==> src/rtl/axis_word_packer_if.sv <==
// axis_word_packer_if
// Bundles the word-strobe input side and the 256-bit AXI-Stream output side
// of axis_word_packer.
//   master : the environment (word source plus downstream stream sink)
//   slave  : the packer itself
// Optional macro AXIS_PACKER_TLAST_EN adds m_axis_tlast to the stream side.
interface axis_word_packer_if #(
   parameter int WORD_W = 16,
   parameter int WORDS  = 16
) ();
   logic                      in_valid;
   logic [WORD_W-1:0]         in_data;
   logic                      in_ready;
   logic                      flush;
   logic [WORD_W*WORDS-1:0]   m_axis_tdata;
   logic                      m_axis_tvalid;
   logic                      m_axis_tready;
`ifdef AXIS_PACKER_TLAST_EN
   logic                      m_axis_tlast;

   modport master (
      output in_valid, in_data, flush, m_axis_tready,
      input  in_ready, m_axis_tdata, m_axis_tvalid, m_axis_tlast
   );
   modport slave (
      input  in_valid, in_data, flush, m_axis_tready,
      output in_ready, m_axis_tdata, m_axis_tvalid, m_axis_tlast
   );
`else
   modport master (
      output in_valid, in_data, flush, m_axis_tready,
      input  in_ready, m_axis_tdata, m_axis_tvalid
   );
   modport slave (
      input  in_valid, in_data, flush, m_axis_tready,
      output in_ready, m_axis_tdata, m_axis_tvalid
   );
`endif
endinterface

==> src/rtl/axis_word_packer.sv <==
// axis_word_packer
// Packs 16-bit words from a non-stallable strobe source into 256-bit
// AXI-Stream beats. A flush emits the current partial beat with the unfilled
// lanes zeroed. Words arriving while the accumulator is full and the output
// register is blocked are counted in dropped_words (saturating).
// Optional macro AXIS_PACKER_TLAST_EN: adds m_axis_tlast, set on any beat
// produced while a flush was pending or arriving.
module axis_word_packer #(
   parameter int WORD_W = 16,
   parameter int WORDS  = 16
) (
   input  logic               axis_clk,
   input  logic               rst,
   axis_word_packer_if.slave  bus,
   output logic [31:0]        sent_beats,
   output logic [15:0]        dropped_words
);

   localparam int CNT_W = $clog2(WORDS);
   localparam int BEAT_W = WORD_W * WORDS;
   localparam logic [CNT_W-1:0] LAST_IDX = CNT_W'(WORDS - 1);

   // Controller states; the flush-pending flag is the FLUSH_WAIT state itself.
   localparam logic [1:0] ST_EMPTY      = 2'd0;
   localparam logic [1:0] ST_FILL       = 2'd1;
   localparam logic [1:0] ST_FLUSH_WAIT = 2'd2;

   logic [1:0]                   state_r;
   logic [CNT_W-1:0]             cnt_r;
   logic [WORDS-1:0][WORD_W-1:0] acc_r;
   logic [BEAT_W-1:0]            tdata_r;
   logic                         tvalid_r;
   logic [31:0]                  sent_r;
   logic [15:0]                  drop_r;
`ifdef AXIS_PACKER_TLAST_EN
   logic                         tlast_r;
`endif

   logic                         fp_s;
   logic                         slot_free_s;
   logic                         in_ready_s;
   logic                         accept_s;
   logic                         drop_s;
   logic                         full_load_s;
   logic                         flush_req_s;
   logic                         partial_s;
   logic                         load_s;
   logic [CNT_W-1:0]             cnt_inc_s;
   logic [CNT_W-1:0]             cnt_next_s;
   logic                         fp_next_s;
   logic [1:0]                   state_next_s;
   logic [WORDS-1:0][WORD_W-1:0] acc_ins_s;

   // Decode the flush-pending flag from the controller state.
   always_comb begin
      fp_s = 1'b0;
      case (state_r)
         ST_FLUSH_WAIT: fp_s = 1'b1;
         ST_EMPTY:      fp_s = 1'b0;
         ST_FILL:       fp_s = 1'b0;
         default:       fp_s = 1'b0;
      endcase
   end

   // Input acceptance: only the last lane can stall, and only while the held beat is blocked.
   always_comb begin
      slot_free_s = !tvalid_r || bus.m_axis_tready;
      in_ready_s  = !((cnt_r == LAST_IDX) && !slot_free_s);
      accept_s    = bus.in_valid && in_ready_s;
      drop_s      = bus.in_valid && !in_ready_s;
      full_load_s = accept_s && (cnt_r == LAST_IDX);
      flush_req_s = fp_s || bus.flush;
   end

   // Insert the accepted word first, then decide whether a flush emits the result.
   always_comb begin
      acc_ins_s = acc_r;
      if (accept_s) begin
         acc_ins_s[cnt_r] = bus.in_data;
      end else begin
         acc_ins_s = acc_r;
      end

      if (full_load_s) begin
         cnt_inc_s = '0;
      end else if (accept_s) begin
         cnt_inc_s = cnt_r + CNT_W'(1);
      end else begin
         cnt_inc_s = cnt_r;
      end

      partial_s = flush_req_s && slot_free_s && (cnt_inc_s != '0) && !full_load_s;
      load_s    = full_load_s || partial_s;

      if (load_s) begin
         cnt_next_s = '0;
      end else begin
         cnt_next_s = cnt_inc_s;
      end
   end

   // Next flush-pending flag and controller state.
   always_comb begin
      if (load_s) begin
         fp_next_s = 1'b0;
      end else if ((cnt_r == '0) && !accept_s) begin
         fp_next_s = 1'b0;
      end else if (bus.flush) begin
         fp_next_s = 1'b1;
      end else begin
         fp_next_s = fp_s;
      end

      if (fp_next_s) begin
         state_next_s = ST_FLUSH_WAIT;
      end else if (cnt_next_s == '0) begin
         state_next_s = ST_EMPTY;
      end else begin
         state_next_s = ST_FILL;
      end
   end

   // Controller state, write index and accumulator lanes.
   always_ff @(posedge axis_clk or posedge rst) begin
      if (rst) begin
         state_r <= ST_EMPTY;
         cnt_r   <= '0;
         acc_r   <= '0;
      end else begin
         state_r <= state_next_s;
         cnt_r   <= cnt_next_s;
         if (load_s) begin
            acc_r <= '0;
         end else begin
            acc_r <= acc_ins_s;
         end
      end
   end

   // Output beat register; a new beat may load in the cycle the old one transfers.
   always_ff @(posedge axis_clk or posedge rst) begin
      if (rst) begin
         tdata_r  <= '0;
         tvalid_r <= 1'b0;
`ifdef AXIS_PACKER_TLAST_EN
         tlast_r  <= 1'b0;
`endif
      end else if (load_s) begin
         tdata_r  <= acc_ins_s;
         tvalid_r <= 1'b1;
`ifdef AXIS_PACKER_TLAST_EN
         tlast_r  <= flush_req_s;
`endif
      end else if (tvalid_r && bus.m_axis_tready) begin
         tvalid_r <= 1'b0;
      end
   end

   // Transferred-beat counter (wraps) and dropped-word counter (saturates).
   always_ff @(posedge axis_clk or posedge rst) begin
      if (rst) begin
         sent_r <= 32'd0;
         drop_r <= 16'd0;
      end else begin
         if (tvalid_r && bus.m_axis_tready) begin
            sent_r <= sent_r + 32'd1;
         end
         if (drop_s && (drop_r != 16'hFFFF)) begin
            drop_r <= drop_r + 16'd1;
         end
      end
   end

   assign bus.in_ready      = in_ready_s;
   assign bus.m_axis_tdata  = tdata_r;
   assign bus.m_axis_tvalid = tvalid_r;
`ifdef AXIS_PACKER_TLAST_EN
   assign bus.m_axis_tlast  = tlast_r;
`endif
   assign sent_beats        = sent_r;
   assign dropped_words     = drop_r;

endmodule

==> src/flat_wrapper.sv <==
// flat-port wrapper written by rule: the top's interface ports become plain ports
module axis_word_packer_flat 
#(
   parameter int WORD_W = 16,
   parameter int WORDS  = 16
)
  (axis_clk, rst, sent_beats, dropped_words, bus_in_valid, bus_in_data, bus_flush, bus_m_axis_tready, bus_in_ready, bus_m_axis_tdata, bus_m_axis_tvalid);
  axis_word_packer_if #(.WORD_W(WORD_W), .WORDS(WORDS)) bus_i ();
  input  logic axis_clk;
  input  logic rst;
  output logic [31:0] sent_beats;
  output logic [15:0] dropped_words;
  input wire logic [$bits(bus_i.in_valid)-1:0] bus_in_valid;
  input wire logic [$bits(bus_i.in_data)-1:0] bus_in_data;
  input wire logic [$bits(bus_i.flush)-1:0] bus_flush;
  input wire logic [$bits(bus_i.m_axis_tready)-1:0] bus_m_axis_tready;
  output wire logic [$bits(bus_i.in_ready)-1:0] bus_in_ready;
  output wire logic [$bits(bus_i.m_axis_tdata)-1:0] bus_m_axis_tdata;
  output wire logic [$bits(bus_i.m_axis_tvalid)-1:0] bus_m_axis_tvalid;
  assign bus_i.in_valid = bus_in_valid;
  assign bus_i.in_data = bus_in_data;
  assign bus_i.flush = bus_flush;
  assign bus_i.m_axis_tready = bus_m_axis_tready;
  assign bus_in_ready = bus_i.in_ready;
  assign bus_m_axis_tdata = bus_i.m_axis_tdata;
  assign bus_m_axis_tvalid = bus_i.m_axis_tvalid;
  axis_word_packer #(.WORD_W(WORD_W), .WORDS(WORDS)) u_core (.axis_clk(axis_clk), .rst(rst), .bus(bus_i), .sent_beats(sent_beats), .dropped_words(dropped_words));
endmodule
==> config.mk <==
export PLATFORM = sky130hd
export DESIGN_NAME = axis_word_packer_flat
export DESIGN_NICKNAME = d
export VERILOG_FILES = /design/src/rtl/axis_word_packer_if.sv /design/src/rtl/axis_word_packer.sv /design/src/flat_wrapper.sv
export SDC_FILE = /design/constraint.sdc
export NUM_CORES = 1
export LEC_CHECK = 0
export BUFFER_PORTS_ARGS = -buffer_cell sky130_fd_sc_hd__buf_2
export CAP_MARGIN = 10
export CELL_PAD_IN_SITES_DETAIL_PLACEMENT = 0
export CELL_PAD_IN_SITES_GLOBAL_PLACEMENT = 1
export CORE_ASPECT_RATIO = 0.9
export CORE_MARGIN = 3
export CORE_UTILIZATION = 40
export CTS_CLUSTER_DIAMETER = 30
export CTS_CLUSTER_SIZE = 12
export DETAILED_ROUTE_END_ITERATION = 12
export HOLD_SLACK_MARGIN = 0.02
export PLACE_DENSITY_LB_ADDON = 0.1
export SLEW_MARGIN = 10
export SYNTH_ARGS = -nofsm -noshare
export SYNTH_HDL_FRONTEND = slang
export SYNTH_SLANG_ARGS = --single-unit
==> constraint.sdc <==
create_clock -name axis_clk -period 23.7 [get_ports axis_clk]
set_input_delay 4.74 -clock axis_clk [delete_from_list [all_inputs] [get_ports axis_clk]]
set_output_delay 4.74 -clock axis_clk [all_outputs]
set_load 0.005 [all_outputs]
; Word level (Yosys, flattened, before mapping)
; Cells that the tools add are included.
[op_classes]
mux = 16
n_addsub = 3
n_lt_le_gt_ge = 2
reduce_logical = 23
eq_ne = 3
[ops]
columns = cell, n
row1 = $mux 256, 2
row2 = $bwmux 256, 1
row3 = $demux 16 s4, 1
row4 = $add 32x1->32 const B, 1
row5 = $add 16x1->16 const B, 1
row6 = $mux 16, 1
row7 = $ne 16x16->1 const B, 1
row8 = $mux 4, 3
row9 = $logic_and 1x1->1, 11
row10 = $logic_not 4->1, 2
row11 = $mux 1, 7
row12 = $logic_not 1->1, 5
row13 = $lt 4x5->1 const B, 1
row14 = $add 4x1->4 const B, 1
row15 = $eq 4x4->1 const B, 1
row16 = $ge 4x1->1 const B, 1
row17 = $reduce_bool 4->1, 1
row18 = $logic_or 1x1->1, 3
row19 = $eq 2x2->1 const B, 1
row20 = $mux 2, 1
row21 = $reduce_bool 2->1, 1
[word_totals]
reg_bits = 567
word_cells = 69
output_inout_bits = 306
in_bits = 21

; Logic depth before layout (Yosys ltp)
; Gate-level depths: netlist (run 1).
[logic_depth]
word_depth = 16
depth_mapped = 12
ltp_nobuf = 7

; Least setup slack after synthesis (run 1)
; OpenSTA, ideal clock, no wires.
[synth_timing]
path_kind = input to output
startpoint = input port bus_m_axis_tready
endpoint = output port bus_in_ready
cell_stages = 2
t_arrival_ns = 5.234
n_path_buf = 0
t_required_ns = 18.960
setup_slack_ns = 13.726
cell_sequence = nand2b_1 -> or2_2
[synth_between]
elab_chain_cells = 4
[synth_lines]
columns = item, line_no
row1 = start: declaration, flat_wrapper.sv:16  ; input wire logic [$bits(bus_i.m_axis_tready)-1:0] bus_m_axis_tready;
row2 = $logic_or 1x1->1, axis_word_packer.sv:67  ; slot_free_s = !tvalid_r || bus.m_axis_tready;
row3 = $logic_not 1->1, axis_word_packer.sv:68  ; in_ready_s = !((cnt_r == LAST_IDX) && !slot_free_s);
row4 = $logic_and 1x1->1, axis_word_packer.sv:68
row5 = $logic_not 1->1, axis_word_packer.sv:68
row6 = end: declaration, flat_wrapper.sv:17  ; output wire logic [$bits(bus_i.in_ready)-1:0] bus_in_ready;
; No other way between the ends.

; Final worst setup path (run 1)
; Ends and elaborated chain as after synthesis.

==> impl_metrics.toml, run 1 <==
[synthesis]
syn_area_per_cell_um2 = 11.58
yosysWarnings = 0
synthFlopType = "dfrtp_1"
syn_inst = 1912
syn_nets = 1939
synth_enable_flop_cells = 0
yosys.cell_types.count = 51
synth_area_um2 = 22140
ys_seq_area_share_pct = 64.08
async_reset_ff_share_pct = 100.0
synth-seq-cells = 567

[power]
netSwitchingFraction_pct = 28.16
power.net_switching_uw = 1002
peakVddDrop_mv = 0.1104
internal-power_uw = 2556
seq_power_share_pct = 32.9
power.leakage_uw = 0.01580
power_frac_clock_pct = 52.2
pwr-share-comb_pct = 14.9
pwr_density_cell_nw_per_um2 = 123.9

[sta]
rsz0062_at_grt = "no"
finalHoldViolCount = 0
tightestPinTransition_ns = 1.219
timing.final.crit_period_ns = 10.39
max_freq_mhz = 96.27
slew_viol_final = 0
slew_headroom_pct = 18.46
whs_ns = 0.4640
tns_ns = 0
min_period_over_period_pct = 43.83
setup_viol = 0
finClkSkew_ns = 0.02998

[floorplanning]
pin_count = 327
die_area_um2 = 58220
die_w_um = 254
rows = 81
fp.dieH_um = 229.2
core-area_um2 = 54520
start_util_pct = 40.61

[finish]
diodes = 0
final_area_um2 = 28700
final_common_cell = "dfrtp_1"
drive_gt1_share_pct = 24.44
final_cell_mix = "dfrtp_1 (567), buf_2 (326), nand2_1 (273), nor2_1 (256), mux2i_1 (241)"
fill_cells = 4942
syn_to_final_growth_pct = 29.63
nets = 2290

[place]
placed_cell_area_um2 = 24040
place.gp.congestion = 0.7785
dp_hpwl_mm = 36.69
io_buffers = 326

[worst_setup_path]
worstPathMaxFanout = 6
cpMaxStageDelayCell = "or2_2"
worstPathArrival_ns = 5.65
cp.required_ns = 18.96
start_kind = "input port"
cp_slowest_stage_delay_ns = 0.35
path_class = "input port to output pin"
cp_common_cell = "buf_2"
cp_num_buf_inv = 2
end_kind = "output pin"
path_delay_family = "simple AND/OR/NAND/NOR gates"
crit_chain = "buf_2, nand2b_1, or2_2, buf_2"

[grt]
grt_use_total_pct = 21.57
grt_pass1_vias = 15448
grt_first_pass_wirelength_mm = 94.90
overflow = 0
grt_max_degree = 178
antenna_found_initial = 2

[clocking]
hold_buffers = 0
cts_setup_buffers = 0
cts_tree = "built"
clock-sinks = 567
cts_root_buf = "clkbuf_16"
clock_latency_ns = 0.68
cts_max_path_buffers = 3
cts_resized = 0
numCtsBuffers = 132
clkTransAtPathRegs_ns = 0.04
cts_max_level = 4

[min_path]
hold_class = "register to register"

[drt]
vias_per_cell = 4.946
routed_wirelength_mm = 61.58
wire_per_inst_um = 20.03
drcViolationCount = 0
vias = 15204
drt_iter0_drc = 1010
drtAntennaViolNets = 0
dr.pass1.iters = 5

[job]
cap_violations = 0

[run_status]
status = "finished, final reports clean"
[flip-flops by register name (all words and copies together) (netlist names)]
signal	count
u_core.sent_beats	32
u_core.cnt_r	4
u_core.state_r	2
u_core.dropped_words	16
u_core.bus.m_axis_tdata	256
u_core.bus.m_axis_tvalid	1
u_core.acc_r	256
[routing by layer]
metal  part of all wire [%]  vias to the layer above  GRT usage [%]
met4                    2.3                        0          8.545
met3                    5.7                       92          5.382
met2                     48                      372          34.03
met5                      0                        -              0
li1                       -                     7158              -
met1                     44                     7582          28.64
[final cells by class]
cell class	instances	area [µm²]	share of cell area (%)
well taps	705	882.1	3.073
repair buffers	344	1779	6.199
inverters	7	33.78	0.1177
clock inverters	51	714.4	2.489
clock buffers	189	3944	13.74
multi-input cells	1211	7159	24.94
flip-flops and latches	567	14190	49.44
[logic make-up (layout without fill, tap and decap cells)]
kind of cell             count (synthesis)  in the layout  share of synthesized area (%)
flip-flops                             567            567                          64.08
AND/OR/NAND/NOR                        623            623                          11.68
XOR/XNOR                                44             44                          1.741
multiplexers                           243            243                          11.00
adder cells (fa/ha/maj)                  6              6                         0.3391
AO/OA/AOI/OAI                          295            295                          7.437
buffers and inverters                  134            591                          3.730
[per-stage QoR]
step | std cells | setup slack (ns) | utilization [%] | power, µW
6_report | 3074 | 13.31 | 52.64 | 3558
3_3_place_gp | 2834 | 13.32 | 44.10 | 1716
2_1_floorplan | 1912 | 3.101 | - | 1570
3_5_place_dp | 2834 | 13.33 | 44.10 | 1726
5_1_grt | 3074 | 13.24 | 52.64 | 3730
4_1_cts | 3074 | 13.32 | 52.64 | 3607
[final timing paths]
path                                        from                     endpoint  slack [ns]  depth (start not counted)
max                            bus_m_axis_tready                 bus_in_ready       13.31                          4
min                        u_core.sent_beats[31]        u_core.sent_beats[31]        0.46                          1
max reg2reg                      u_core.cnt_r[0]  u_core.bus.m_axis_tdata[11]       19.67                          9
min reg2reg                u_core.sent_beats[31]        u_core.sent_beats[31]        0.46                          1
max in group asynchronous                    rst  u_core.bus.m_axis_tdata[35]       17.21                          4
min in group asynchronous                    rst     u_core.dropped_words[12]        4.17                          2
[cells in the mapped netlist, drive strengths merged, types with 2 or more instances]
master / count / area, µm²
xnor2: 30 / 262.8
buf: 75 / 585.6
a21o: 15 / 112.6
dfrtp: 567 / 14190
inv: 7 / 26.28
ha: 6 / 75.07
a21oi: 5 / 25.02
nand2: 273 / 1025
nor2: 256 / 960.9
and2: 21 / 131.4
nor2b: 2 / 12.51
mux2: 2 / 22.52
xor2: 14 / 122.6
nor3: 10 / 75.07
nand4: 8 / 50.05
o21a: 2 / 15.01
a31oi: 2 / 12.51
or2: 2 / 12.51
o211ai: 2 / 15.01
nand3: 23 / 115.1
o21ai: 245 / 1237
and4: 7 / 61.31
and3: 13 / 81.33
clkbuf: 52 / 214.0
a22o: 15 / 131.4
mux2i: 241 / 2412
[power by group through the flow]
stage / Clock (µW) / Sequential, µW / Combinational (µW)
after floorplan: 0 / 1180 / 395
after global placement: 0 / 1180 / 534
after detailed placement: 0 / 1190 / 540
after CTS: 1890 / 1170 / 541
after global routing: 1950 / 1180 / 596
final: 1860 / 1170 / 529
(Power assumes the default switching activity.)
==> run 2, diff against run 1 <==
clock period = 10.2 ns   (was 23.7 ns; I/O delays follow)
==> impl_metrics.toml, run 2 (synthesized netlist as in run 1, its figures left out) <==
[run_status]
status = "finished, final reports clean"

[power]
seq_power_share_pct = 34.7
power.net_switching_uw = 2253
power_frac_clock_pct = 49.8
power.leakage_uw = 0.01556
pwr-share-comb_pct = 15.6
netSwitchingFraction_pct = 28.66
pwr_density_cell_nw_per_um2 = 278.2
internal-power_uw = 5608
peakVddDrop_mv = 0.2409

[clocking]
cts_max_level = 3
numCtsBuffers = 119
cts_root_buf = "clkbuf_16"
clock-sinks = 567
cts_setup_buffers = 0
cts_max_path_buffers = 3
clock_latency_ns = 0.65
clkTransAtPathRegs_ns = 0.04
hold_buffers = 0
cts_tree = "built"
cts_resized = 0

[place]
place.gp.congestion = 0.7835
io_buffers = 326
dp_hpwl_mm = 36.20

[min_path]
min_from = "u_core.sent_beats[31]"
hold_class = "register to register"

[floorplanning]
core-area_um2 = 54520
rows = 81
fp.dieH_um = 229.2
die_w_um = 254
die_area_um2 = 58220
start_util_pct = 40.61
pin_count = 327

[sta]
max_freq_mhz = 200.5
setup_viol = 0
tightestPinTransition_ns = 1.337
rsz0062_at_grt = "no"
finalHoldViolCount = 0
timing.final.crit_period_ns = 4.987
tns_ns = 0
slew_viol_final = 0
slew_headroom_pct = 10.84
min_period_over_period_pct = 48.89
finClkSkew_ns = 0.02557

[finish]
final_common_cell = "dfrtp_1"
fill_cells = 4920
post-route-util_pct = 51.82
area.sequential_um2 = 14190
drive_gt1_share_pct = 23.89
multiInputGateArea_um2 = 7159
nets = 2277
syn_to_final_growth_pct = 27.62
final_cell_mix = "dfrtp_1 (567), buf_2 (326), nand2_1 (273), nor2_1 (256), mux2i_1 (241)"

[drt]
drcViolationCount = 0
dr.pass1.iters = 5
drt_iter0_drc = 900
routed_wirelength_mm = 60.82
vias = 15124
vias_per_cell = 4.941
drtAntennaViolNets = 0
wire_per_inst_um = 19.87

[worst_setup_path]
end_kind = "output pin"
crit_start = "bus_m_axis_tready"
path_class = "input port to output pin"
worstPathArrival_ns = 2.95
worstReg2RegStart = "u_core.cnt_r[2]"
cp.required_ns = 8.16
start_kind = "input port"
worstPathMaxFanout = 6

[grt]
grt_pass1_vias = 15443
grtUsageMet3_pct = 4.303
grt_max_degree = 304
overflow = 0
antenna_found_initial = 2
grt_use_total_pct = 21.22
grt_first_pass_wirelength_mm = 94.80
grt_use_met2_pct = 33.74
grtUsageMet1_pct = 29.80
top_usage_layer = "met2"

[job]
cap_violations = 0
## run 2: cell count changes in the layout (fill, tap and decap cells not counted)
| cell | change |
|---|---|
| buf_12 | +2 |
| clkbuf_8 | -6 |
| inv_8 | -1 |
| bufinv_16 | -1 |
| clkinv_2 | +1 |
| buf_4 | -2 |
| clkinvlp_4 | +5 |
| clkinv_8 | -3 |
| clkbuf_16 | -15 |
| clkinv_4 | +5 |
| inv_6 | -2 |
| diode_2 | +4 |
## run 2: through the flow
stage               std cells  power, µW  setup slack, ns  instance area [µm²]  hold slack [ns]
floorplan                1912       3650           0.4384                22150           0.4408
global placement         2834       3991            4.896                24060           0.4538
detailed placement       2834       4017            4.818                24060           0.4495
CTS                      3057       7973            5.216                28250           0.4627
global route             3057       8250            5.121                28250           0.4868
finish                   3061       7861            5.213                28260           0.4605
## run 2: layout make-up
class / count / share of cell area [%]
Timing Repair Buffer: 344 / 6.385
Clock inverter: 55 / 2.466
Sequential cell: 567 / 50.21
Antenna cell: 4 / 0.03542
Inverter: 7 / 0.1063
Tap cell: 705 / 3.122
Clock buffer: 168 / 12.34
Multi-Input combinational cell: 1211 / 25.34
## run 2: path summary, 6_finish.rpt
check                           slack, ns                            to  depth (start not counted)
worst max register to register       6.17  u_core.bus.m_axis_tdata[199]                          7
worst min register to register       0.46         u_core.sent_beats[31]                          1
worst min-delay path                 0.46         u_core.sent_beats[31]                          1
worst max-delay path                 5.21                  bus_in_ready                          4
min in group asynchronous            1.54       u_core.dropped_words[7]                          2
max in group asynchronous            6.29  u_core.bus.m_axis_tdata[105]                          4
## run 2: worst max-delay path, stage by stage
cell	delay (ns)
buf_2	0.14
nand2b_1	0.24
or2_2	0.36
buf_2	0.16
## run 2: power groups by stage
stage	Combinational (µW)	Clock (µW)	Sequential [µW]
after floorplan	918	0	2730
after global placement	1240	0	2750
after detailed placement	1260	0	2760
after CTS	1260	3980	2730
after global routing	1380	4110	2760
final	1220	3910	2720
## run 2: metal layers
layer	wire (µm)	up-vias
met2	29010	307
met1	28140	7618
met4	914	0
li1	-	7124
met3	2754	75
met5	0	-
